`src/rtl/spi_dcd_pkg.sv`:
```
// Shared definitions for the SPI burst decoder: header layout, FSM states
// and the burst address step.
package spi_dcd_pkg;

    localparam int HDR_WR_BIT    = 7;
    localparam int HDR_BURST_BIT = 6;

    typedef enum logic [1:0] {
        IDLE  = 2'd0,
        WR    = 2'd1,
        RD    = 2'd2,
        DRAIN = 2'd3
    } state_e;

    // Addresses are handled at the maximum 6-bit width; callers truncate.
    function automatic logic [5:0] addr_inc(input logic [5:0] a, input logic [5:0] last);
        return (a == last) ? 6'd0 : a + 6'd1;
    endfunction

endpackage

```
`src/rtl/spi_burst_dcd_rd_lat_pipe.sv`:
```
// Delays the register read strobe by READ_LAT cycles to form the data_out
// capture enable. Reset flushes any capture in flight.
module rd_lat_pipe #(
    parameter int READ_LAT = 0
) (
    input  logic clk,
    input  logic rst_n,
    input  logic rd_i,
    output logic cap_o
);

    if (READ_LAT == 0) begin : g_comb
        logic unused_pipe;
        assign unused_pipe = clk ^ rst_n;
        assign cap_o       = rd_i;
    end else begin : g_pipe
        logic [READ_LAT-1:0] vld_pipe_q;
        always_ff @(posedge clk) begin
            if (!rst_n) vld_pipe_q <= '0;
            else        vld_pipe_q <= (vld_pipe_q << 1) | READ_LAT'(rd_i);
        end
        assign cap_o = vld_pipe_q[READ_LAT-1];
    end

endmodule

```
`src/rtl/spi_burst_dcd.sv`:
```
// Header + data byte decoder between the SPI slave byte interface and the
// register file, with auto-increment bursts and read prefetch.
module spi_burst_dcd
    import spi_dcd_pkg::*;
#(
    parameter int ADDR_W    = 6,
    parameter int ADDR_LAST = 2**ADDR_W - 1,
    parameter int READ_LAT  = 0
) (
    input  logic              clk,
    input  logic              rst_n,
    input  logic              cs_active,
    input  logic              byte_sync,
    input  logic [7:0]        data_in,
    output logic [7:0]        data_out,
    output logic              read,
    output logic              write,
    output logic [ADDR_W-1:0] addr,
    input  logic [7:0]        data_read,
    output logic [7:0]        data_write,
    output logic              ovr,
    output logic              busy
);

    state_e              state_q;
    logic [ADDR_W-1:0]   addr_q;
    logic [7:0]          data_out_q, data_write_q;
    logic                burst_q, read_q, write_q, ovr_q, rd_pend_q;
    logic                cap;
    logic [ADDR_W-1:0]   addr_nxt;

    assign addr_nxt = ADDR_W'(addr_inc(6'(addr_q), 6'(ADDR_LAST)));

    rd_lat_pipe #(.READ_LAT(READ_LAT)) u_rd_lat_pipe (
        .clk   (clk),
        .rst_n (rst_n),
        .rd_i  (read_q),
        .cap_o (cap)
    );

    always_ff @(posedge clk) begin
        if (!rst_n) begin
            state_q      <= IDLE;
            addr_q       <= '0;
            burst_q      <= 1'b0;
            read_q       <= 1'b0;
            write_q      <= 1'b0;
            ovr_q        <= 1'b0;
            rd_pend_q    <= 1'b0;
            data_out_q   <= '0;
            data_write_q <= '0;
        end else begin
            read_q    <= 1'b0;
            write_q   <= 1'b0;
            ovr_q     <= 1'b0;
            rd_pend_q <= 1'b0;
            // A capture already in flight completes even across a frame abort.
            if (cap) data_out_q <= data_read;
            if (!cs_active) begin
                state_q <= IDLE;
            end else begin
                case (state_q)
                    IDLE: if (byte_sync) begin
                        addr_q  <= data_in[ADDR_W-1:0];
                        burst_q <= data_in[HDR_BURST_BIT];
                        if (data_in[HDR_WR_BIT]) begin
                            state_q <= WR;
                        end else begin
                            state_q <= RD;
                            read_q  <= 1'b1;
                        end
                    end
                    WR: begin
                        if (byte_sync) begin
                            write_q      <= 1'b1;
                            data_write_q <= data_in;
                            if (!burst_q) state_q <= DRAIN;
                        end
                        // Step the address only after the write cycle has used it.
                        if (write_q && burst_q) addr_q <= addr_nxt;
                    end
                    RD: begin
                        if (byte_sync) begin
                            if (burst_q) begin
                                addr_q    <= addr_nxt;
                                rd_pend_q <= 1'b1;
                            end else begin
                                state_q <= DRAIN;
                            end
                        end
                        if (rd_pend_q) read_q <= 1'b1;
                    end
                    DRAIN: if (byte_sync) ovr_q <= 1'b1;
                    default: state_q <= IDLE;
                endcase
            end
        end
    end

    assign data_out   = data_out_q;
    assign data_write = data_write_q;
    assign addr       = addr_q;
    assign read       = read_q;
    assign write      = write_q;
    assign ovr        = ovr_q;
    assign busy       = (state_q != IDLE);

endmodule
```
`config.mk`:
```
export PLATFORM = sky130hd
export DESIGN_NAME = spi_burst_dcd
export DESIGN_NICKNAME = d
export VERILOG_FILES = /design/src/rtl/spi_dcd_pkg.sv /design/src/rtl/spi_burst_dcd_rd_lat_pipe.sv /design/src/rtl/spi_burst_dcd.sv
export SDC_FILE = /design/constraint.sdc
export NUM_CORES = 1
export LEC_CHECK = 0
export BUFFER_PORTS_ARGS = -buffer_cell sky130_fd_sc_hd__buf_2
export CORE_MARGIN = 10
export CORE_UTILIZATION = 40
export CTS_BUF_LIST = sky130_fd_sc_hd__clkbuf_4
export CTS_CLUSTER_DIAMETER = 120
export CTS_CLUSTER_SIZE = 25
export DETAILED_ROUTE_END_ITERATION = 7
export GPL_ROUTABILITY_DRIVEN = 0
export MAX_ROUTING_LAYER = met4
export PLACE_DENSITY = 0.69
export SLEW_MARGIN = 10
export SYNTH_ARGS = -nofsm -noshare
export SYNTH_HDL_FRONTEND = slang
export SYNTH_SLANG_ARGS = --single-unit
```
`constraint.sdc`:
```
create_clock -name clk -period 1.8 [get_ports clk]
set_input_delay 0.18 -clock clk [delete_from_list [all_inputs] [get_ports clk]]
set_output_delay 0.18 -clock clk [all_outputs]
set_load 0.01 [all_outputs]
```
; Word-level counts from Yosys, hierarchy flattened
; Index checks and enable logic that the tools add are counted.
[op_classes]
reduce_logical = 14
eq_ne = 10
mux = 17
add_sub_neg = 1
[op_table]
columns = operator, count
row1 = 6-bit two-way mux, 5
row2 = 6-bit case mux with 3 select lines, 1
row3 = 3-bit AND reduction, 4
row4 = 2-bit != test (second input constant), 5
row5 = 2-bit two-way mux, 4
row6 = 4-bit AND reduction, 2
row7 = 6-bit by 1-bit adder with 6-bit output (second input constant), 1
row8 = 6-bit equality test (second input constant), 1
row9 = 6-bit AND reduction, 1
row10 = 1-bit two-way mux, 5
row11 = 2-bit equality test (second input constant), 2
row12 = 2-bit case mux with 2 select lines, 1
row13 = 2-bit nonzero test, 2
row14 = 3-bit nonzero test, 1
row15 = 2-bit by 1-bit equality test with 1-bit output (second input constant), 1
row16 = 2-bit zero test, 1
row17 = 2-bit by 1-bit != test with 1-bit output (second input constant), 1
row18 = 1-bit case mux with 2 select lines, 1
row19 = 2-bit AND reduction, 1
row20 = 2-bit OR reduction, 1
row21 = 1-bit logical AND, 1
[word_totals]
output_inout_bits = 26
ff_bits = 29
in_bits = 20
wordCells = 51

; Depth between registers and ports, before layout
; Gate-level depths: netlist (run 1).
[logic_depth]
word_depth = 5
ltp_mapped = 7
depth_no_buf = 6

; By module
; Synthesis (run 1) repeated with hierarchy kept, for this count alone.
[unflattened]
hier_cells = 159
area_unflattened_um2 = 1336.3
[by_module_without_submodules]
columns = module, seq_area_each_um2, cells_each, area_each_um2, n_inst
row1 = spi_burst_dcd, 580.6, 158, 1328.8, 1
row2 = rd_lat_pipe, 0.0, 1, 7.5, 1

; Worst setup path after synthesis (run 1)
; Ideal clock, no wire load.
[synth_path]
path_type = reg2reg
start = register state_q[0]
end = register addr_q[0] (netlist: addr[0])
path_stages_with_launch = 8
required_time_ns = 1.682
slack_ns = 0.179
setup_time_ns = 0.118
synth_period_minus_slack_ns = 1.621
arrival_ns = 1.503
n_path_buf = 1
cell_sequence = dfxtp_1 -> inv_1 -> ha_1 -> nor3_2 -> a211oi_4 -> and2_1 -> buf_4 -> o221a_4
[synth_between]
elab_chain_len = 3
elab_cells_between_ends = 10
classes_between = eq/ne (6) / mux (1) / reduce/logical (3)
[synth_lines]
columns = element, line
row1 = start: declaration, spi_burst_dcd.sv:25  ; state_e state_q;
row2 = start signal: assignment, spi_burst_dcd.sv:43  ; state_q <= IDLE;
row3 = start signal: assignment, spi_burst_dcd.sv:60  ; state_q <= IDLE;
row4 = start signal: assignment, spi_burst_dcd.sv:67  ; state_q <= WR;
row5 = "2-bit by 1-bit equality test with 1-bit output, or another cell as far along", spi_burst_dcd.sv:62  ; case (state_q)
row6 = 2-bit != test (no line) / 3-bit nonzero test (equally long branches), --
row7 = 6-bit AND reduction (no line), --
row8 = end signal: assignment, spi_burst_dcd.sv:64  ; addr_q <= data_in[ADDR_W-1:0];
row9 = end signal: assignment, spi_burst_dcd.sv:80  ; if (write_q && burst_q) addr_q <= addr_nxt;
row10 = end signal: assignment, spi_burst_dcd.sv:85  ; addr_q <= addr_nxt;
row11 = end: declaration, spi_burst_dcd.sv:26  ; logic [ADDR_W-1:0] addr_q;
; Parallel ways exist; a longest one is shown, timed or not.
; A chain may end at the register's enable or synchronous reset.

; Final worst setup path (run 1)
[layout_path]
start = register state_q[1]
end = register addr_q[3] (netlist: addr[3])
; The elaborated chain is that of the path after synthesis.

==> results of run 1 <==
## worst paths after layout
| kind | end | slack (ns) | depth (start not counted) |
|---|---|---|---|
| max | addr[3] | 0.17 | 6 |
| min reg2reg | data_write[3] | 0.46 | 2 |
| min | data_out[1] | 0.09 | 3 |
| max reg2reg | addr[3] | 0.17 | 6 |
## worst register-to-register path: stages, from the launching register on
cell	delay, ns
dfxtp_1	0.34
inv_1	0.10
ha_1	0.28
nor3_2	0.08
a211oi_4	0.33
and2_4	0.25
o221ai_1	0.13
## metal layers
| metal | part of all wire (%) | track usage, % | vias to the layer above |
|---|---|---|---|
| li1 | - | - | 633 |
| met1 | 45 | 13.2 | 538 |
| met2 | 49 | 18.4 | 24 |
| met3 | 4.2 | 3.57 | 7 |
| met4 | 2.0 | 5.66 | 0 |
| met5 | 0 | - | - |
## power by group
| group | internal [W] | switching (W) | total [W] |
|---|---|---|---|
| combinational | 0.0000957 | 0.000119 | 0.000214 |
| sequential | 0.000664 | 0.0000268 | 0.000691 |
| clock | 0.000282 | 0.000217 | 0.000499 |
## through the flow
| step | setup WS, ns | instances | total power [W] | area (µm²) |
|---|---|---|---|---|
| after floorplan | 0.179 | 158 | 0.000840 | 1330 |
| after global placement | 0.143 | 242 | 0.000917 | 1600 |
| after detailed placement | 0.0887 | 242 | 0.000918 | 1600 |
| after CTS | 0.0705 | 249 | 0.00142 | 1670 |
| after global routing | 0.00325 | 249 | 0.00148 | 1670 |
| final | 0.168 | 249 | 0.00140 | 1670 |
## layout by cell type (no fill, tap or decap)
cell       count
o221a_4        1
mux2_2         1
or3_1          1
o21ai_2        1
bufinv_16      1
nor2_1        19
nand2_1       31
o21ai_0        1
nand2_2        1
nand2b_1       3
and3_1         1
a31oi_1        2
nor3_1         1
a21oi_1       11
ha_1           5
nor2b_1        1
nor3_2         1
clkinv_2       1
o221ai_1       1
a31o_2         3
a211oi_1       2
inv_1          8
nand4_1        2
clkbuf_4       5
dfxtp_1       29
a221oi_1       1
nand3_1        8
mux2i_1       11
and2_4         1
buf_2         45
o22ai_1        2
buf_4          3
a211oi_4       1
## area by class of cell
class / instances / area, µm² / share of cell area [%]
clock inverter: 2 / 35.0 / 2.10
multi-input combinational: 113 / 684 / 41.0
tap: 44 / 55.1 / 3.30
inverter: 8 / 30.0 / 1.80
sequential: 29 / 581 / 34.8
timing repair buffer: 48 / 248 / 14.8
clock buffer: 5 / 37.5 / 2.25
## cell families (layout without fill, tap and decap cells)
| logic type | Yosys count | in the layout |
|---|---|---|
| multiplexers | 12 | 12 |
| AND/OR/NAND/NOR | 70 | 70 |
| flip-flops | 29 | 29 |
| buffers and inverters | 16 | 63 |
| AO/OA/AOI/OAI | 26 | 26 |
| adder cells (fa/ha/maj) | 5 | 5 |
## sequential cells by signal (all words and copies together), names as in the netlist
name,flops
addr,6
data_write,8
read,1
rd_pend_q,1
state_q,2
data_out,8
write,1
ovr,1
burst_q,1
==> impl_metrics.csv, run 1 <==
group,metric,value,unit
outcome,status,"finished, final reports clean",
sta,rsz0062_at_grt,"false",
sta,fin_tns_setup,0,ns
synthesis,yosysWarnings,0,
die,start_util,42.5,%
clocking,hold_buffers,0,
final_layout,drive_above_1_share,31.7,%
grt,grt_pass1_wl,5640,µm
sta,min_period,1.63,ns
critical_path,crit_path_cell_trace,"inv_1 -> ha_1 -> nor3_2 -> a211oi_4 -> and2_4 -> o221ai_1",
sta,tightest_slew,0.480,ns
sta,finalCritPeriodShare,90.7,%
grt,antenna_found_initial,0,
critical_path,cp_data_required_time,2.00,ns
grt,overflow,0,
routing,drt-total-wl,3390,µm
routing,drt_iter0_drc,83,
grt,track_usage,11.7,%
routing,vias_per_cell,4.83,
clocking,cts_htree_levels,2,
synthesis,synthSimpleGateAreaFrac,23.0,%
sta,fmax,0.613,GHz
synthesis,synthMuxAreaShare,9.13,%
sta,maxSlewViolCount,0,
clocking,clock-sinks,29,
critical_path,worstPathArrival,1.83,ns
synthesis,synth.top_cell.area_share,43.7,%
critical_path,slowest_stage,"dfxtp_1",
synthesis,syn_nets,183,
critical_path,path_buf_inv,1,
synthesis,synth.most_common_cell,"nand2_1",
power_and_ir_drop,pwr_density_cell,841,nW/µm²
place,hpwlAfterDp,2670,µm
run,cap_violations,0,
synthesis,avgSynthCellArea,8.41,µm²
sta,slew_headroom,67.9,%
clocking,clk_latency,0.33,ns
synthesis,ys_seq_elements,29,
die,core_area,3130,µm²
place,port_buffers,45,
clocking,cts_buffer_depth,2,
min_path,min_path_type,"primary input to register",
synthesis,synthArstFlopShare,0,%
die,row_count,20,
routing,avgRoutedWirePerCell,13.6,µm
min_path,hp-start,"data_read[1]",
final_layout,finalNetCount,230,
die,die_w,77.6,µm
routing,ant_nets,0,
grt,grt_max_degree,21,
routing,drc,0,
clocking,cts_tree,"done",
final_layout,fillers,303,
clocking,clk_pin_slew,0.08,ns
critical_path,crit_start,"state_q[1]",
final_layout,area_delta_synth_final,25.7,%
routing,vias,1202,
critical_path,start_kind,"register",
synthesis,yosys-top-cells-count,"nand2_1, dfxtp_1, nor2_1, a21oi_1, mux2i_1",
power_and_ir_drop,p_leak,0.754,nW
sta,hold_violations,0,
sta,setup_violations,0,
sta,worst_hold_slack,0.0920,ns
clocking,post_cts_buffers,0,
synthesis,synth_fa_ha_area_share,4.71,%
synthesis,yosys-top-cells-area,"dfxtp_1, nand2_1, mux2i_1",
synthesis,synth_top_family_by_area,"simple AND/OR/NAND/NOR gates",
synthesis,synth_compound_area_share,14.5,%
die,die-area,6030,µm²
critical_path,path_delay_family,"compound AO/OA/AOI/OAI gates",
final_layout,postLayoutCoreUtil,53.4,%
grt,grt_pass1_vias,1227,
final_layout,num_antenna_cells,0,
critical_path,max_stage_delay,0.34,ns
clocking,cts_root_buf,"clkbuf_4",
critical_path,r2r_start,"state_q[1]",
synthesis,seq_area_frac_synth,43.7,%
synthesis,ys.flop_type,"dfxtp_1",
critical_path,critical_path.endpoint_type,"register",
power_and_ir_drop,ir_worst_vdd,0.000553,V
synthesis,ys_types,31,
sta,fin_skew,0.00813,ns
routing,firstDrtPassIters,4,
synthesis,synth_edf_count,0,
die,fp.dieH,77.6,µm
critical_path,path_max_fanout,7,
die,pin_count,46,
synthesis,synth_xor_area_share,0,%
synthesis,syn-cell-area,1330,µm²
synthesis,synth_cells,158,
synthesis,netlist.top_cell.by_area,"dfxtp_1",
clocking,cts_made_buffers,5,
critical_path,worstSetupPathType,"register to register",
clocking,cts-resized-gates,0,
No activity file was read; power rests on OpenSTA's default activity.
==> inputs of run 2 (changes only) <==
PLACE_DENSITY = 0.64   (was 0.69)
==> run 2 against run 1 <==
Effect of this change:
- cell count fell by 0.40%
- utilization down 0.92 points
- power fell by 8.7%
- critical path type unchanged
- count of clock-buffer cells in the layout up 1
- largest power group unchanged
- global-route usage increased by 1.1 points
==> impl_metrics.csv, run 2 (same netlist as run 1, synthesis figures left out) <==
group,metric,value,unit
critical_path,r2r_slack,0.12,ns
critical_path,path_max_fanout,7,
grt,grt_max_degree,13,
clocking,clock-sinks,29,
critical_path,r2r_start,"state_q[0]",
sta,setup_violations,0,
grt,grt_pass1_wl,6180,µm
power_and_ir_drop,ir_worst_vdd,0.000471,V
clocking,cts_buffer_depth,2,
final_layout,postLayoutCoreUtil,52.5,%
final_layout,multi_input_area,687,µm²
power_and_ir_drop,p_leak,0.736,nW
final_layout,finalNonFillerCells,248,
sta,fin_skew,0.00667,ns
routing,vias,1279,
routing,avgRoutedWirePerCell,14.9,µm
sta,slew_headroom,68.9,%
die,core_area,3130,µm²
place,pre_cts_slack,0.0569,ns
routing,ant_nets,0,
clocking,cts-resized-gates,0,
sta,finalCritPeriodShare,93.2,%
critical_path,start_kind,"register",
clocking,post_cts_buffers,0,
clocking,clk_latency,0.33,ns
critical_path,critical_path.endpoint_type,"register",
final_layout,ff_latch_area,581,µm²
final_layout,fillers,317,
min_path,min_path_type,"primary input to register",
clocking,cts_made_buffers,5,
sta,maxSlewViolCount,0,
critical_path,path_buf_inv,1,
min_path,hold_end,"data_out[2]",
place,port_buffers,45,
final_layout,layout_commonest_cell,"buf_2",
clocking,hold_buffers,0,
final_layout,num_antenna_cells,0,
run,cap_violations,0,
routing,drt_iter0_drc,105,
place,dp_cells,241,
critical_path,crit_path_cell_trace,"inv_1 -> ha_1 -> nor3_2 -> a211oi_4 -> and2_4 -> o221a_4",
routing,vias_per_cell,5.16,
outcome,status,"finished, final reports clean",
critical_path,worstPathArrival,1.90,ns
sta,rsz0062_at_grt,"false",
sta,min_period,1.68,ns
routing,drc,0,
sta,tightest_slew,0.466,ns
die,row_count,20,
clocking,cts_root_buf,"clkbuf_4",
final_layout,drive_above_1_share,31.4,%
die,pin_count,46,
clocking,cts_htree_levels,2,
sta,hold_violations,0,
clocking,cts_tree,"done",
sta,layout_setup_ws,0.122,ns
critical_path,worstSetupPathDepth,6,
sta,fin_tns_setup,0,ns
critical_path,slowest_stage,"dfxtp_1",
critical_path,worstSetupPathType,"register to register",
place,hpwlAfterDp,2900,µm
grt,antenna_found_initial,0,
routing,firstDrtPassIters,4,
clocking,clk_pin_slew,0.08,ns
critical_path,cp_data_required_time,2.02,ns
critical_path,r2r_cells,6,
die,die-area,6030,µm²
grt,track_usage,12.8,%
grt,overflow,0,
final_layout,finalNetCount,229,
critical_path,path_delay_family,"simple AND/OR/NAND/NOR gates",
power_and_ir_drop,pwr_density_cell,781,nW/µm²
final_layout,mostFrequentLayoutCells,"buf_2, nand2_1, dfxtp_1, nor2_1",
die,fp.dieH,77.6,µm
final_layout,area_delta_synth_final,23.5,%
grt,grt_pass1_vias,1307,
critical_path,r2r_end,"addr[0]",
routing,drt-total-wl,3690,µm
sta,fmax,0.596,GHz
min_path,hold_depth,3,
die,start_util,42.5,%
die,die_w,77.6,µm
min_path,hp-start,"data_read[2]",
critical_path,max_stage_delay,0.37,ns
-- run 2: layout make-up --
class	instances	area share, %
clock inverter	1	0.229
sequential	29	35.4
clock buffer	6	2.74
multi-input combinational	113	41.8
inverter	8	1.83
tap	44	3.35
timing repair buffer	47	14.6
-- run 2: worst max path at each step --
stage,start,endpoint,slack (ns)
final,state_q[0],addr[0],0.12
after global routing,state_q[0],addr[3],0.04
after CTS,state_q[1],addr[3],0.04
after detailed placement,state_q[1],addr[3],0.06
after global placement,state_q[0],addr[3],0.16
after floorplan,state_q[0],addr[0],0.18
-- run 2: through the flow --
step           total power [W]  area [µm²]  hold WS, ns
3_3_place_gp          0.000910        1590        0.416
5_1_grt                0.00136        1640       0.0754
3_5_place_dp          0.000919        1590        0.425
6_report               0.00128        1640       0.0901
2_1_floorplan         0.000840        1330        0.288
4_1_cts                0.00130        1640       0.0750
-- run 2: worst register-to-register path: stages, from the launching register on --
cell and delay (ns):
dfxtp_1 0.37, inv_1 0.09, ha_1 0.27, nor3_2 0.32
a211oi_4 0.11, and2_4 0.18, o221a_4 0.25
-- run 2: power breakdown --
part / switching, W / internal, W / leakage, nW
Clock: 0.000219 / 0.000156 / 0.0292
Combinational: 0.000122 / 0.0000946 / 0.471
Sequential: 0.0000261 / 0.000664 / 0.235
Total: 0.000366 / 0.000915 / 0.736
-- run 2: layer usage --
layer / track usage, % / part of all wire (%) / vias to the layer above
met3: 5.53 / 6.4 / 9
met1: 14.8 / 46 / 598
li1: - / - / 626
met4: 4.74 / 1.8 / 0
met2: 19.2 / 46 / 46
met5: - / 0 / -
==> inputs of run 3 (changes only) <==
clock period = 1.68 ns   (was 1.8 ns; I/O delays follow)
==> run 3 against run 2 <==
Effect of this change:
- power increased by 21%
- maximum frequency increased by 7.7%
- global-route usage decreased by 0.42 points
- non-clock buffer count increased by 2
- design area increased by 5.0%
- critical path depth unchanged
- wire length decreased by 1.7%
- die area unchanged
- first-iteration DRC count increased by 44%
- utilization increased by 2.6 points
- clock skew decreased by 0.00062 ns
- highest routed layer unchanged
==> impl_metrics.csv, run 3 (same netlist as run 1, synthesis figures left out) <==
group,metric,value,unit
routing,ant_nets,0,
power_and_ir_drop,switching_power,0.000401,W
final_layout,drive_above_1_share,35.3,%
run,cap_violations,0,
grt,overflow,0,
critical_path,path_max_fanout,7,
min_path,hold_depth,3,
critical_path,worstSetupPathType,"register to register",
clocking,cts_htree_levels,2,
clocking,cts_tree,"done",
min_path,hp-start,"data_read[2]",
routing,drc,0,
critical_path,start_kind,"register",
power_and_ir_drop,pwr-share-clk,36.1,%
clocking,clk_latency,0.33,ns
critical_path,slowest_stage,"dfxtp_2",
sta,fin_tns_setup,0,ns
clocking,clk_pin_slew,0.09,ns
place,hpwlAfterDp,2880,µm
die,die-area,6030,µm²
clocking,cts_made_buffers,5,
power_and_ir_drop,p_sw_share,25.8,%
critical_path,max_stage_delay,0.38,ns
final_layout,num_antenna_cells,0,
final_layout,fillers,291,
routing,vias,1271,
power_and_ir_drop,pwr_density_cell,902,nW/µm²
sta,tightest_slew,0.451,ns
grt,grt_pass1_wl,5910,µm
die,die_w,77.6,µm
min_path,min_path_type,"primary input to register",
clocking,cts_buffer_depth,2,
power_and_ir_drop,p_leak,0.764,nW
power_and_ir_drop,p_int,0.00116,W
grt,track_usage,12.4,%
sta,finalCritPeriodShare,92.8,%
power_and_ir_drop,combPwrFrac,16.3,%
final_layout,mostFrequentLayoutCells,"buf_2, nand2_1, dfxtp_1, nor2_1",
sta,fin_skew,0.00605,ns
grt,grt_pass1_vias,1225,
routing,drt_iter0_drc,151,
critical_path,crit_path_cell_trace,"inv_2 -> ha_4 -> nor2b_1 -> o21ai_2 -> and2_4 -> o221ai_1",
final_layout,layout_commonest_cell,"buf_2",
power_and_ir_drop,seqPwrFrac,47.6,%
place,placed_cell_area,1600,µm²
routing,drt-total-wl,3630,µm
die,start_util,42.5,%
final_layout,design_area,1720,µm²
grt,antenna_found_initial,0,
clocking,hold_buffers,0,
routing,firstDrtPassIters,4,
min_path,hold_end,"data_out[2]",
critical_path,r2r_slack,0.12,ns
place,port_buffers,45,
die,row_count,20,
final_layout,finalNonFillerCells,251,
sta,slew_headroom,69.9,%
routing,avgRoutedWirePerCell,14.4,µm
outcome,status,"finished, final reports clean",
sta,fmax,0.642,GHz
sta,rsz0062_at_grt,"false",
die,core_area,3130,µm²
routing,vias_per_cell,5.06,
clocking,cts_root_buf,"clkbuf_4",
sta,min_period,1.56,ns
grt,grt_max_degree,13,
sta,worst_hold_slack,0.0779,ns
sta,layout_setup_ws,0.122,ns
critical_path,critical_path.endpoint_type,"register",
clocking,clock-sinks,29,
sta,hold_violations,0,
critical_path,r2r_end,"addr[3]",
critical_path,r2r_start,"state_q[0]",
critical_path,cp_data_required_time,1.89,ns
critical_path,crit_start,"state_q[0]",
die,fp.dieH,77.6,µm
critical_path,worstPathArrival,1.77,ns
place,pre_cts_slack,-0.0471,ns
final_layout,area_delta_synth_final,29.8,%
final_layout,finalNetCount,231,
sta,maxSlewViolCount,0,
sta,setup_violations,0,
critical_path,r2r_cells,6,
place,dp_cells,242,
die,pin_count,46,
power_and_ir_drop,ir_worst_vdd,0.000594,V
-- run 3: cell count changes in the layout (fill, tap and decap cells not counted), sizes merged --
cell / previous run / this run
buf: 47 / 49
bufinv: 0 / 1
-- run 3: how the worst max path moves through the flow --
stage,endpoint,slack (ns),cells after the start
2_1_floorplan,addr[0],0.06,7
3_3_place_gp,addr[3],0.04,6
3_5_place_dp,addr[3],-0.05,6
4_1_cts,addr[3],0.04,6
5_1_grt,addr[3],0.01,6
6_report,addr[3],0.12,6
-- run 3: stage by stage --
| step | utilization [%] | total power [W] |
|---|---|---|
| 2_1_floorplan | - | 0.000900 |
| 3_3_place_gp | 51.0 | 0.000979 |
| 3_5_place_dp | 51.0 | 0.000987 |
| 4_1_cts | 53.6 | 0.00156 |
| 5_1_grt | 55.1 | 0.00164 |
| 6_report | 55.1 | 0.00156 |
-- run 3: layer usage --
layer  vias to the layer above  global-route usage [%]  part of all wire [%]
li1                        631                       -                     -
met1                       592                    15.3                    46
met2                        41                    17.4                    46
met3                         7                    4.03                   6.3
met4                         0                    6.57                   1.9
met5                         -                       -                     0
-- run 3: what timing repair did --
item	4_1_cts	5_1_grt
setup endpoints to repair	6	8
resized for setup	2	10
setup buffers	0	1
pin swaps	1	3
-- run 3: final cells by class --
class	instances	area [µm²]	share of cell area (%)
Timing Repair Buffer	49	255	14.8
Tap cell	44	55.1	3.19
Clock buffer	6	45.0	2.61
Sequential cell	29	583	33.8
Multi-Input combinational cell	113	722	41.9
Inverter	8	30.0	1.74
Clock inverter	2	33.8	1.96
-- run 3: power groups by stage --
stage	logic [W]	clock network [W]	registers (W)
after global placement	0.000227	0	0.000753
after global routing	0.000281	0.000617	0.000746
after CTS	0.000238	0.000580	0.000738
final	0.000254	0.000562	0.000740
after floorplan	0.000142	0	0.000758
after detailed placement	0.000234	0	0.000754
-- run 3: critical path, delay by kind of cell (launching register included) --
family          cells  cell delay [ns]
compound gates      2             0.40
buf+inv             1             0.08
flops               1             0.38
fa+ha+maj           1             0.18
simple gates        2             0.39
